<file path="src/rtl/gb_cart_pkg.sv">
// Shared types and constants for the cartridge memory bank controller model.
package gb_cart_pkg;

    typedef enum logic [1:0] {
        MBC_NONE = 2'd0,
        MBC_1    = 2'd1,
        MBC_5    = 2'd2
    } mbc_type_e;

    localparam logic [15:0] ROM0_HI    = 16'h3FFF;
    localparam logic [15:0] ROMX_HI    = 16'h7FFF;
    localparam logic [15:0] CRAM_LO    = 16'hA000;
    localparam logic [15:0] CRAM_HI    = 16'hBFFF;
    localparam logic [3:0]  RAM_EN_KEY = 4'hA;

    function automatic mbc_type_e to_mbc_type(input int t);
        case (t)
            1:       return MBC_1;
            2:       return MBC_5;
            default: return MBC_NONE;
        endcase
    endfunction

    function automatic logic [31:0] low_mask(input int w);
        return (w >= 32) ? 32'hFFFF_FFFF : ((32'd1 << w) - 32'd1);
    endfunction

endpackage

</file>
<file path="src/rtl/cart_bus_edge.sv">
// Turns a (possibly multi-cycle) cart write strobe into a single commit pulse
// and holds the address/data of the most recent commit.
module cart_bus_edge (
    input  logic        clk,
    input  logic        n_reset,
    input  logic        cart_write_i,
    input  logic        cart_wdata_send_i,
    input  logic [15:0] cart_addr_i,
    input  logic [7:0]  cart_wdata_i,
    output logic        commit_o,
    output logic [15:0] cmt_addr_o,
    output logic [7:0]  cmt_data_o
);
    logic        wr_prev_q;
    logic [15:0] addr_q;
    logic [7:0]  data_q;

    assign commit_o   = cart_write_i & cart_wdata_send_i & ~wr_prev_q;
    // Bus values pass straight through on the commit cycle so the effect lands one clk later.
    assign cmt_addr_o = commit_o ? cart_addr_i  : addr_q;
    assign cmt_data_o = commit_o ? cart_wdata_i : data_q;

    always_ff @(posedge clk) begin
        if (!n_reset) begin
            // Held high so a strobe already active at reset release never commits.
            wr_prev_q <= 1'b1;
            addr_q    <= '0;
            data_q    <= '0;
        end else begin
            wr_prev_q <= cart_write_i;
            if (commit_o) begin
                addr_q <= cart_addr_i;
                data_q <= cart_wdata_i;
            end
        end
    end

endmodule

</file>
<file path="src/rtl/cart_mbc_mapper.sv">
// Cartridge MBC model: bank/enable registers plus registered ROM/RAM address
// generation for ROM-only, MBC1 and MBC5 cartridges.
module cart_mbc_mapper
    import gb_cart_pkg::*;
#(
    parameter int MBC_TYPE       = 0,
    parameter int ROM_BANKS_LOG2 = 7,
    parameter int RAM_BANKS_LOG2 = 2,
    parameter int RAM_PRESENT    = 1
) (
    input  logic        clk,
    input  logic        n_reset,
    input  logic        n_cart_clk,
    input  logic        cart_cs,
    input  logic        cart_write,
    input  logic [15:0] cart_addr,
    input  logic [7:0]  cart_wdata,
    input  logic        cart_wdata_send,
    output logic [22:0] rom_addr,
    output logic        rom_oe,
    output logic [16:0] ram_addr,
    output logic        ram_oe,
    output logic        ram_we,
    output logic [7:0]  ram_wdata,
    output logic        ram_enabled
);
    localparam mbc_type_e   MBC      = to_mbc_type(MBC_TYPE);
    localparam int          ROM_W    = (14 + ROM_BANKS_LOG2 > 23) ? 23 : 14 + ROM_BANKS_LOG2;
    localparam int          RAM_W    = (13 + RAM_BANKS_LOG2 > 17) ? 17 : 13 + RAM_BANKS_LOG2;
    localparam logic [22:0] ROM_MASK = 23'(low_mask(ROM_W));
    localparam logic [16:0] RAM_MASK = 17'(low_mask(RAM_W));

    logic        commit;
    logic [15:0] cmt_addr;
    logic [7:0]  cmt_data;

    logic        ram_en_q, mode_q;
    logic [4:0]  bank1_q;
    logic [1:0]  bank2_q;
    logic [8:0]  rom_bank_q;
    logic [3:0]  ram_bank_q;

    logic [22:0] rom_addr_q, rom_map;
    logic [16:0] ram_addr_q, ram_map;
    logic        rom_oe_q, ram_oe_q, ram_we_q;
    logic [7:0]  ram_wdata_q;
    logic        in_rom0, in_cram, ram_en_eff, ram_ok, reg_wr;
    logic [1:0]  mbc1_hi;

    logic unused_ok;
    assign unused_ok = &{1'b0, n_cart_clk};

    cart_bus_edge u_edge (
        .clk               (clk),
        .n_reset           (n_reset),
        .cart_write_i      (cart_write),
        .cart_wdata_send_i (cart_wdata_send),
        .cart_addr_i       (cart_addr),
        .cart_wdata_i      (cart_wdata),
        .commit_o          (commit),
        .cmt_addr_o        (cmt_addr),
        .cmt_data_o        (cmt_data)
    );

    always_comb begin
        in_rom0    = cart_addr <= ROM0_HI;
        in_cram    = cart_cs && (cart_addr >= CRAM_LO) && (cart_addr <= CRAM_HI);
        mbc1_hi    = mode_q ? bank2_q : 2'b00;
        rom_map    = '0;
        ram_map    = '0;
        ram_en_eff = ram_en_q;
        case (MBC)
            MBC_1: begin
                rom_map = in_rom0 ? 23'({mbc1_hi, 5'b0, cart_addr[13:0]})
                                  : 23'({bank2_q, bank1_q, cart_addr[13:0]});
                ram_map = 17'({mbc1_hi, cart_addr[12:0]});
            end
            MBC_5: begin
                rom_map = in_rom0 ? 23'(cart_addr[13:0]) : {rom_bank_q, cart_addr[13:0]};
                ram_map = {ram_bank_q, cart_addr[12:0]};
            end
            default: begin
                rom_map    = 23'(cart_addr[14:0]);
                ram_map    = 17'(cart_addr[12:0]);
                ram_en_eff = 1'b1;
            end
        endcase
        ram_ok = in_cram && ram_en_eff && (RAM_PRESENT != 0);
        reg_wr = commit && !cart_cs && (cmt_addr <= ROMX_HI);
    end

    always_ff @(posedge clk) begin
        if (!n_reset) begin
            ram_en_q    <= 1'b0;
            bank1_q     <= 5'h01;
            bank2_q     <= '0;
            mode_q      <= 1'b0;
            rom_bank_q  <= 9'h001;
            ram_bank_q  <= '0;
            rom_addr_q  <= '0;
            rom_oe_q    <= 1'b0;
            ram_addr_q  <= '0;
            ram_oe_q    <= 1'b0;
            ram_we_q    <= 1'b0;
            ram_wdata_q <= '0;
        end else begin
            rom_addr_q <= rom_map & ROM_MASK;
            rom_oe_q   <= cart_addr <= ROMX_HI;
            ram_addr_q <= ram_map & RAM_MASK;
            ram_oe_q   <= ram_ok;
            ram_we_q   <= commit && ram_ok;
            if (commit && ram_ok)
                ram_wdata_q <= cmt_data;
            if (reg_wr) begin
                case (MBC)
                    MBC_1: begin
                        case (cmt_addr[14:13])
                            2'd0:    ram_en_q <= (cmt_data[3:0] == RAM_EN_KEY);
                            2'd1:    bank1_q  <= (cmt_data[4:0] == 5'd0) ? 5'd1 : cmt_data[4:0];
                            2'd2:    bank2_q  <= cmt_data[1:0];
                            default: mode_q   <= cmt_data[0];
                        endcase
                    end
                    MBC_5: begin
                        case (cmt_addr[14:13])
                            2'd0: ram_en_q <= (cmt_data[3:0] == RAM_EN_KEY);
                            2'd1: begin
                                if (cmt_addr[12]) rom_bank_q[8]   <= cmt_data[0];
                                else              rom_bank_q[7:0] <= cmt_data;
                            end
                            2'd2:    ram_bank_q <= cmt_data[3:0];
                            default: ;
                        endcase
                    end
                    default: ;
                endcase
            end
        end
    end

    assign rom_addr    = rom_addr_q;
    assign rom_oe      = rom_oe_q;
    assign ram_addr    = ram_addr_q;
    assign ram_oe      = ram_oe_q;
    assign ram_we      = ram_we_q;
    assign ram_wdata   = ram_wdata_q;
    assign ram_enabled = ram_en_q;

endmodule

</file>
<file path="config.mk">
export PLATFORM = sky130hd
export DESIGN_NAME = cart_mbc_mapper
export DESIGN_NICKNAME = d
export VERILOG_FILES = /design/src/rtl/gb_cart_pkg.sv /design/src/rtl/cart_bus_edge.sv /design/src/rtl/cart_mbc_mapper.sv
export SDC_FILE = /design/constraint.sdc
export NUM_CORES = 1
export LEC_CHECK = 0
export ABC_AREA = 1
export CORE_ASPECT_RATIO = 0.75
export CORE_UTILIZATION = 38
export DETAILED_ROUTE_END_ITERATION = 8
export MAX_ROUTING_LAYER = met4
export PLACE_DENSITY_LB_ADDON = 0.3
export SLEW_MARGIN = 20
export SYNTH_ARGS = -nofsm -noshare
export SYNTH_HDL_FRONTEND = slang
export SYNTH_SLANG_ARGS = --single-unit
</file>
<file path="constraint.sdc">
create_clock -name clk -period 1.3 [get_ports clk]
set_input_delay 0.325 -clock clk [delete_from_list [all_inputs] [get_ports clk]]
set_output_delay 0.325 -clock clk [all_outputs]
set_load 0.05 [all_outputs]
</file>
==> metrics.sh, run 1 <==
NETLIST_INSTANCES=184
SYNTH-SEQ-CELLS=35
VIA_COUNT_OF_THE_FIRST_GLOBAL_ROUTING_PASS=1119
EFFECTIVE_UTILIZATION_AT_FLOORPLAN_PCT=39.8
MIN_PATH_TYPE='primary input to register'
CLOCK_TRANSITION_AT_PATH_REGS_PS=70
TOP_LEVEL_PINS=82
CTS.PATH.MAX_BUFFERS=2
CORE_AREA_SQ_UM=3680
FINAL-MAX-SLEW-VIOLATION-COUNT=0
HOLD_BUFFERS=0
SYNTH_TOP_CELLS_BY_COUNT='nand2_1 (47), dfxtp_1 (35), buf_4 (28)'
SYNTH-WARNING-COUNT=0
TIMING.CRITICAL_PATH.MAX_DELAY_FAMILY='buffers and inverters'
DIE_HEIGHT_UM=55.8
SYNTHFLOPTYPE='dfxtp_1'
FINAL_ANTENNA_NET_COUNT=0
SETUP-VIOLATIONS-FINAL=0
WORST-R2R-SETUP-SLACK_PS=220
CP-END-KIND='register'
POWER-PER-CELL-AREA_nW_PER_UM2=1050
DRIVE_ABOVE_1_SHARE_PCT=30.7
CP_CELL_SEQUENCE='clkdlybuf4s50_1 -> nand2_2 -> nor2_4 -> nand2_8 -> buf_6 -> nor2_1 -> nor2_1'
CRITPATHKIND='primary input to register'
YS_SEQ_AREA_SHARE_PCT=47.7
POST-SYNTH-TOP-COUNT-CELL='nand2_1'
TIMING.CRITICAL_PATH.REQUIRED_PS=1490
FP.DIEAREA_SQ_UM=4120
CRITICAL_PATH_PEAK_FANOUT=8
FIN_SKEW_PS=10.5
CRITICAL_PATH_BUF_INV_COUNT=2
CRITICAL-PATH-MAX-STAGE-DELAY_PS=500
ROUTE.DETAILED.WL_PER_INST_UM=10.9
ROUTED_VIA_DENSITY=4.09
GRT_FIRST_PASS_WIRELENGTH_UM=5190
DRT_FIRST_PASS_ITERS=6
FP.DIEW_UM=73.8
GRT_OVERALL_USAGE_PCT=18.0
POWER.TOTAL_uW=2810
SYNTHTOLAYOUTAREAGROWTH_PCT=82.3
DRC=0
STATUS='complete, no violations'
POST-SYNTH-TOP-AREA-FRACTION_PCT=47.7
VIAS=1251
NUMBER_OF_INSERTED_DIODES=0
GRT-OVFL-TOTAL=0
POST-ROUTE-PERIOD-UTIL_PCT=96.6
DRTITER0DRC=25
PLACEMENT_ROWS=19
CP_MAX_STAGE_CELL='clkdlybuf4s50_1'
FMAXACHIEVABLE_MHz=796
FIN_WORST_HOLD_SLACK_PS=259
CRITICAL_PATH_ARRIVAL_PS=1440
CRITPATHLAUNCHTYPE='primary input'
FILL_CELLS=258
POST_DP_HPWL_UM=2600
PLACE_CONGESTION=0.705
CTS_MADE_BUFFERS=5
TIMING.FINAL.HOLD_VIOLATIONS=0
CTS_TREE='yes'
P_LEAK_uW=0.00132
CTS_MAX_LEVEL=2
PORT_BUFFERS=67
CLOCK_TREE.ROOT_CELL='clkbuf_8'
FIN_NETS=283
POSTSYNTH.ASYNCRESETSHARE_PCT=0
FINALWORSTPATHREQUIREDPERIOD_PS=1260
POST_SYNTH_INSTANCE_AREA_SQ_UM=1470
MAXCAPVIOLCOUNT=0
MULTI_INPUT_AREA_SQ_UM=505
CTS.SINKS=35
AREA.SEQUENTIAL_SQ_UM=701
SYN-MEAN-INSTANCE-AREA_SQ_UM=7.98
SYNTH_AREA_LEADERS='dfxtp_1 (48%), buf_4 (14%), nand2_1 (12%), inv_1 (6.4%), nor2_1 (4.1%)'
GRT_MAX_DEGREE=19
WORST_SKEW_PAIR.LATE_LATENCY_PS=290
YOSYS.AREA.TOP_TYPE='dfxtp_1'
SYNTH_EDF_COUNT=0
NETLIST-CELL-TYPE-COUNT=18
VDD.IR_DROP.WORST_mV=0.810
ANTENNA_VIOLATIONS_BEFORE_REPAIR=0
TOTALWIRELENGTH_UM=3330
CRITICAL-PATH-TOP-CELL-BY-COUNT='nor2_1'
-- per-stage QoR --
| stage | utilization (%) | instance area (sq um) | instances | worst slack, ps | TNS (ps) |
|---|---|---|---|---|---|
| after floorplan | - | 1510 | 196 | 80.7 | 0 |
| after global placement | 67.1 | 2470 | 293 | -252 | -3320 |
| after detailed placement | 67.1 | 2470 | 293 | -307 | -4240 |
| after CTS | 70.4 | 2590 | 301 | 13.4 | 0 |
| after global routing | 72.6 | 2680 | 306 | -9.30 | -21.4 |
| final | 72.6 | 2680 | 306 | 43.8 | 0 |
-- state kept, by name, indices dropped and copies added, names as in the netlist --
signal and flops:
ram_oe 1, ram_wdata 8, ram_we 1, rom_addr 15, rom_oe 1, u_edge.data_q 8
u_edge.wr_prev_q 1
-- per-layer routing --
layer  GRT usage (%)  wire length (um)  part of all wire, %  vias up
met3            7.97               170                  5.1        5
met2            29.5              1790                   54       37
met4            5.77                35                  1.1        0
met5               -                 0                    0        -
li1                -                 -                    -      649
met1            19.5              1340                   40      560
-- placed cells by master (no fill, tap or decap) --
cell type,n
nor3_1,1
a21oi_1,8
clkbuf_8,6
or2_2,1
nor2_4,3
clkinv_2,1
nand4_1,8
buf_6,3
nand3_4,1
nand2_2,6
nand2_4,2
clkdlybuf4s50_1,25
inv_2,1
dfxtp_1,35
dlymetal6s2s_1,2
bufinv_16,1
nor2_2,1
nand2_1,42
conb_1,13
buf_12,39
inv_1,25
nand2_8,1
buf_4,12
dlygate4sd2_1,1
nor2_1,16
-- worst paths after layout --
kind | startpoint | end | cells after the start
max | cart_addr[13] | ram_wdata[4]$_SDFFE_PN0P_ | 7
min | cart_addr[15] | rom_oe$_SDFF_PN0_ | 2
max reg2reg | u_edge.wr_prev_q$_SDFF_PN1_ | ram_wdata[6]$_SDFFE_PN0P_ | 6
min reg2reg | u_edge.data_q[5]$_SDFF_PN0_ | u_edge.data_q[5]$_SDFF_PN0_ | 2
-- power breakdown --
group / internal [uW] / switching [uW] / leakage (uW)
clock: 620 / 393 / 0.0000612
combinational: 292 / 359 / 0.000973
sequential: 1110 / 41.9 / 0.000287
-- worst register-to-register path: stages (launching register included) --
cell and delay (ps):
dfxtp_1 340, inv_2 160, nand3_4 150, nand2_2 120
nand2_2 70, nor2_4 100, nor2_2 40
-- layout make-up --
type | instances | share of cell area, %
clock buffers | 6 | 3.09
flip-flops and latches | 35 | 26.2
repair buffers | 82 | 44.4
multi-input cells | 103 | 18.9
inverters | 26 | 3.65
clock inverters | 2 | 1.31
well taps | 52 | 2.43
-- kinds of logic (layout without fill, tap and decap cells) --
kind of cell           after synthesis  in the layout  synth area share [%]
buffers and inverters               58            116                  23.0
AO/OA/AOI/OAI                        8              8                  2.73
flip-flops                          35             35                  47.7
AND/OR/NAND/NOR                     82             82                  26.3
other                                1             13                 0.256
-- repair_timing --
item	CTS	global route
setup buffers	0	5
setup endpoints to repair	1	4
gates resized for setup	2	15
pin swaps	1	4
No activity file was read; power rests on OpenSTA's default activity.
==> run 2: changes to the inputs <==
--- a/config.mk
+++ b/config.mk
@@ -7,11 +7,12 @@
 export LEC_CHECK = 0
 export ABC_AREA = 1
 export CORE_ASPECT_RATIO = 0.75
-export CORE_UTILIZATION = 38
+export CORE_UTILIZATION = 46
 export DETAILED_ROUTE_END_ITERATION = 8
 export MAX_ROUTING_LAYER = met4
 export PLACE_DENSITY_LB_ADDON = 0.3
 export SLEW_MARGIN = 20
 export SYNTH_ARGS = -nofsm -noshare
 export SYNTH_HDL_FRONTEND = slang
+export SYNTH_HIERARCHICAL = 1
 export SYNTH_SLANG_ARGS = --single-unit
==> run 2 against run 1 <==
Total power is 3.5% lower. Largest cell class unchanged. Core utilization is 11 points higher. Synthesized cell count is 24% higher. Wire length is 15% higher. Critical path depth is 1 lower.
==> metrics.sh, run 2 <==
STATUS='complete, no violations'  # unchanged
SYNTHTOLAYOUTAREAGROWTH_PCT=73.6  # was 82.3%
ROUTE.DETAILED.WL_PER_INST_UM=11.3  # was 10.9 um
DRT_FIRST_PASS_ITERS=4  # was 6
WORST_SKEW_PAIR.LATE_LATENCY_PS=290  # about the same
FINAL_UTIL_PCT=83.6  # was 72.6%
RSZ0062_AT_GRT='no'
POST_DP_HPWL_UM=2810  # was 2600 um
CTS_MADE_BUFFERS=5  # unchanged
MULTI_INPUT_AREA_SQ_UM=480  # was 505 sq um
MAXCAPVIOLCOUNT=0  # unchanged
CRITICAL_PATH_PEAK_FANOUT=8  # unchanged
DRC=0  # unchanged
CRITICAL-PATH-MAX-STAGE-DELAY_PS=520  # was 500 ps
FINAL_CELL_AREA_SQ_UM=2770  # was 2680 sq um
DPL_WORST_SLACK_PS=-432  # was -307 ps
DRTITER0DRC=65  # was 25
PLACED_CELLS_INCL_TAPS=330  # was 293
CTS.SINKS=35  # unchanged
FLIP_FLOP_COUNT_OF_THE_LARGEST_REGISTER_ALL_COPIES_AND_WORDS_ADDED=15  # unchanged
CRITICAL_PATH_ARRIVAL_PS=1430  # was 1440 ps
PLACE_CONGESTION=0.755  # was 0.705
FILL_CELLS=187  # was 258
SYN-MEAN-INSTANCE-AREA_SQ_UM=6.97  # was 7.98 sq um
GRT-OVFL-TOTAL=0  # unchanged
MOSTFREQUENTLAYOUTCELLS='inv_1 (69), nand2_1 (56), buf_12 (39), dfxtp_1 (34), clkdlybuf4s50_1 (25)'  # was nand2_1 (42), buf_12 (39), dfxtp_1 (35), inv_1 (25), clkdlybuf4s50_1 (25)
CRITPATHLAUNCHTYPE='primary input'  # unchanged
FINAL_COMMON_CELL='inv_1'  # was nand2_1
NUMBER_OF_INSERTED_DIODES=0  # unchanged
LAYOUT_SETUP_WS_PS=59.0  # was 43.8 ps
CRITICAL-PATH-TOP-CELL-BY-COUNT='nand2_1'  # was nor2_1
LAYOUT.CELLS.NON_FILLER=340  # was 306
VDD.IR_DROP.WORST_mV=0.852  # was 0.810 mV
VIA_COUNT_OF_THE_FIRST_GLOBAL_ROUTING_PASS=1361  # was 1,119
FIN_NETS=329  # was 283
GRT_OVERALL_USAGE_PCT=22.9  # was 18.0%
TOTALWIRELENGTH_UM=3840  # was 3330 um
FINALWORSTPATHREQUIREDPERIOD_PS=1240  # was 1260 ps
NETLIST_INSTANCES=229  # was 184
SETUP-VIOLATIONS-FINAL=0  # unchanged
TIMING.FINAL.HOLD_VIOLATIONS=0  # unchanged
CRITPATHKIND='primary input to register'  # unchanged
PORT_BUFFERS=67  # unchanged
TIMING.CRITICAL_PATH.MAX_DELAY_FAMILY='simple AND/OR/NAND/NOR gates'  # was buffers and inverters
POST-ROUTE-PERIOD-UTIL_PCT=95.5  # was 96.6%
VIAS=1440  # was 1,251
HOLD_BUFFERS=0  # unchanged
DIE_HEIGHT_UM=53  # was 55.8 um
EFFECTIVE_UTILIZATION_AT_FLOORPLAN_PCT=48.2  # was 39.8%
FP.DIEW_UM=70  # was 73.8 um
DRIVE_ABOVE_1_SHARE_PCT=24.7  # was 30.7%
TOP_LEVEL_PINS=82  # unchanged
START_OF_THE_WORST_REGISTER_TO_REGISTER_PATH='u_edge/wr_prev_q$_SDFF_PN1_'  # was u_edge.wr_prev_q$_SDFF_PN1_
FINAL-MAX-SLEW-VIOLATION-COUNT=0  # unchanged
ANTENNA_VIOLATIONS_BEFORE_REPAIR=0  # unchanged
CP_CELL_SEQUENCE='clkdlybuf4s50_1 -> nand2_1 -> nor2_4 -> nand3_1 -> nand2_1 -> nor2_1'  # was clkdlybuf4s50_1 -> nand2_2 -> nor2_4 -> nand2_8 -> buf_6 -> nor2_1 -> nor2_1
POWER-PER-CELL-AREA_nW_PER_UM2=981  # was 1050 nW/um^2
TIMING.CRITICAL_PATH.REQUIRED_PS=1490  # about the same
CRITICAL_PATH_BUF_INV_COUNT=1  # was 2
ROUTED_VIA_DENSITY=4.24  # was 4.09
FMAXACHIEVABLE_MHz=806  # was 796 MHz
CP-END-KIND='register'  # unchanged
DPL-INSTANCE-AREA_SQ_UM=2630  # was 2470 sq um
FINAL_ANTENNA_NET_COUNT=0  # unchanged
CLOCK_TREE.ROOT_CELL='clkbuf_8'  # unchanged
FIN_SKEW_PS=5.48  # was 10.5 ps
MIN_PATH_TYPE='primary input to register'  # unchanged
AREA.SEQUENTIAL_SQ_UM=702  # was 701 sq um
GRT_MAX_DEGREE=12  # was 19
CORE_AREA_SQ_UM=3310  # was 3680 sq um
CTS_MAX_LEVEL=2  # unchanged
POST_SYNTH_INSTANCE_AREA_SQ_UM=1600  # was 1470 sq um
P_LEAK_uW=0.00145  # was 0.00132 uW
CTS_TREE='yes'  # unchanged
FP.DIEAREA_SQ_UM=3710  # was 4120 sq um
GRT_FIRST_PASS_WIRELENGTH_UM=6120  # was 5190 um
POST_CTS.REPAIR.SETUP_BUFFERS=0  # unchanged
CP_MAX_STAGE_CELL='clkdlybuf4s50_1'  # unchanged
CLOCK_TRANSITION_AT_PATH_REGS_PS=70  # about the same
SYNTH-WARNING-COUNT=6  # was 0
TIMING.CRITICAL_PATH.FROM='cart_addr[15]'  # was cart_addr[13]
FIN_WORST_HOLD_SLACK_PS=360  # was 259 ps
CTS.PATH.MAX_BUFFERS=2  # unchanged
PLACEMENT_ROWS=18  # was 19
WORSTHOLDSTART='cart_addr[14]'  # was cart_addr[15]
run 2: layer usage:
layer / vias to the layer above / global-route usage [%] / share of wire [%]
met4: 0 / 10.7 / 2.0
li1: 728 / - / -
met1: 651 / 23.7 / 40
met3: 9 / 6.67 / 5.1
met5: - / - / 0
met2: 52 / 41.2 / 53
run 2: worst paths after layout:
path                               endpoint  slack (ps)  depth (start not counted)
hold / removal      rom_addr[14]$_SDFF_PN0_         360                          3
setup reg to reg  ram_wdata[3]$_SDFFE_PN0P_         130                          9
setup / recovery  ram_wdata[5]$_SDFFE_PN0P_          60                          6
hold reg to reg   ram_wdata[6]$_SDFFE_PN0P_         550                          4
run 2: report_power, final:
part           switching [uW]  internal (uW)  leakage, uW
logic                     384            312      0.00111
clock network             379            483    0.0000515
registers                45.8           1110     0.000287
total                     809           1910      0.00145
run 2: stage by stage:
step	power (uW)	TNS, ps
final	2720	0
after global routing	2820	0
after CTS	2730	0
after detailed placement	1870	-5950
after global placement	1850	-4930
after floorplan	1560	0
run 2: tightest hold or removal path, stage by stage:
cell            delay, ps
dlymetal6s2s_1        150
nand2_1                80
inv_1                  60
run 2: final cells by class:
type	instances	area share [%]
flip-flops and latches	35	25.4
clock buffers	8	3.61
inverters	69	9.35
repair buffers	82	42.5
well taps	40	1.81
multi-input cells	106	17.4
run 2: what timing repair did:
item,4_1_cts,5_1_grt
gates resized for setup,6,3
pin swaps,2,1
setup endpoints to repair,11,8
cloned,2,0
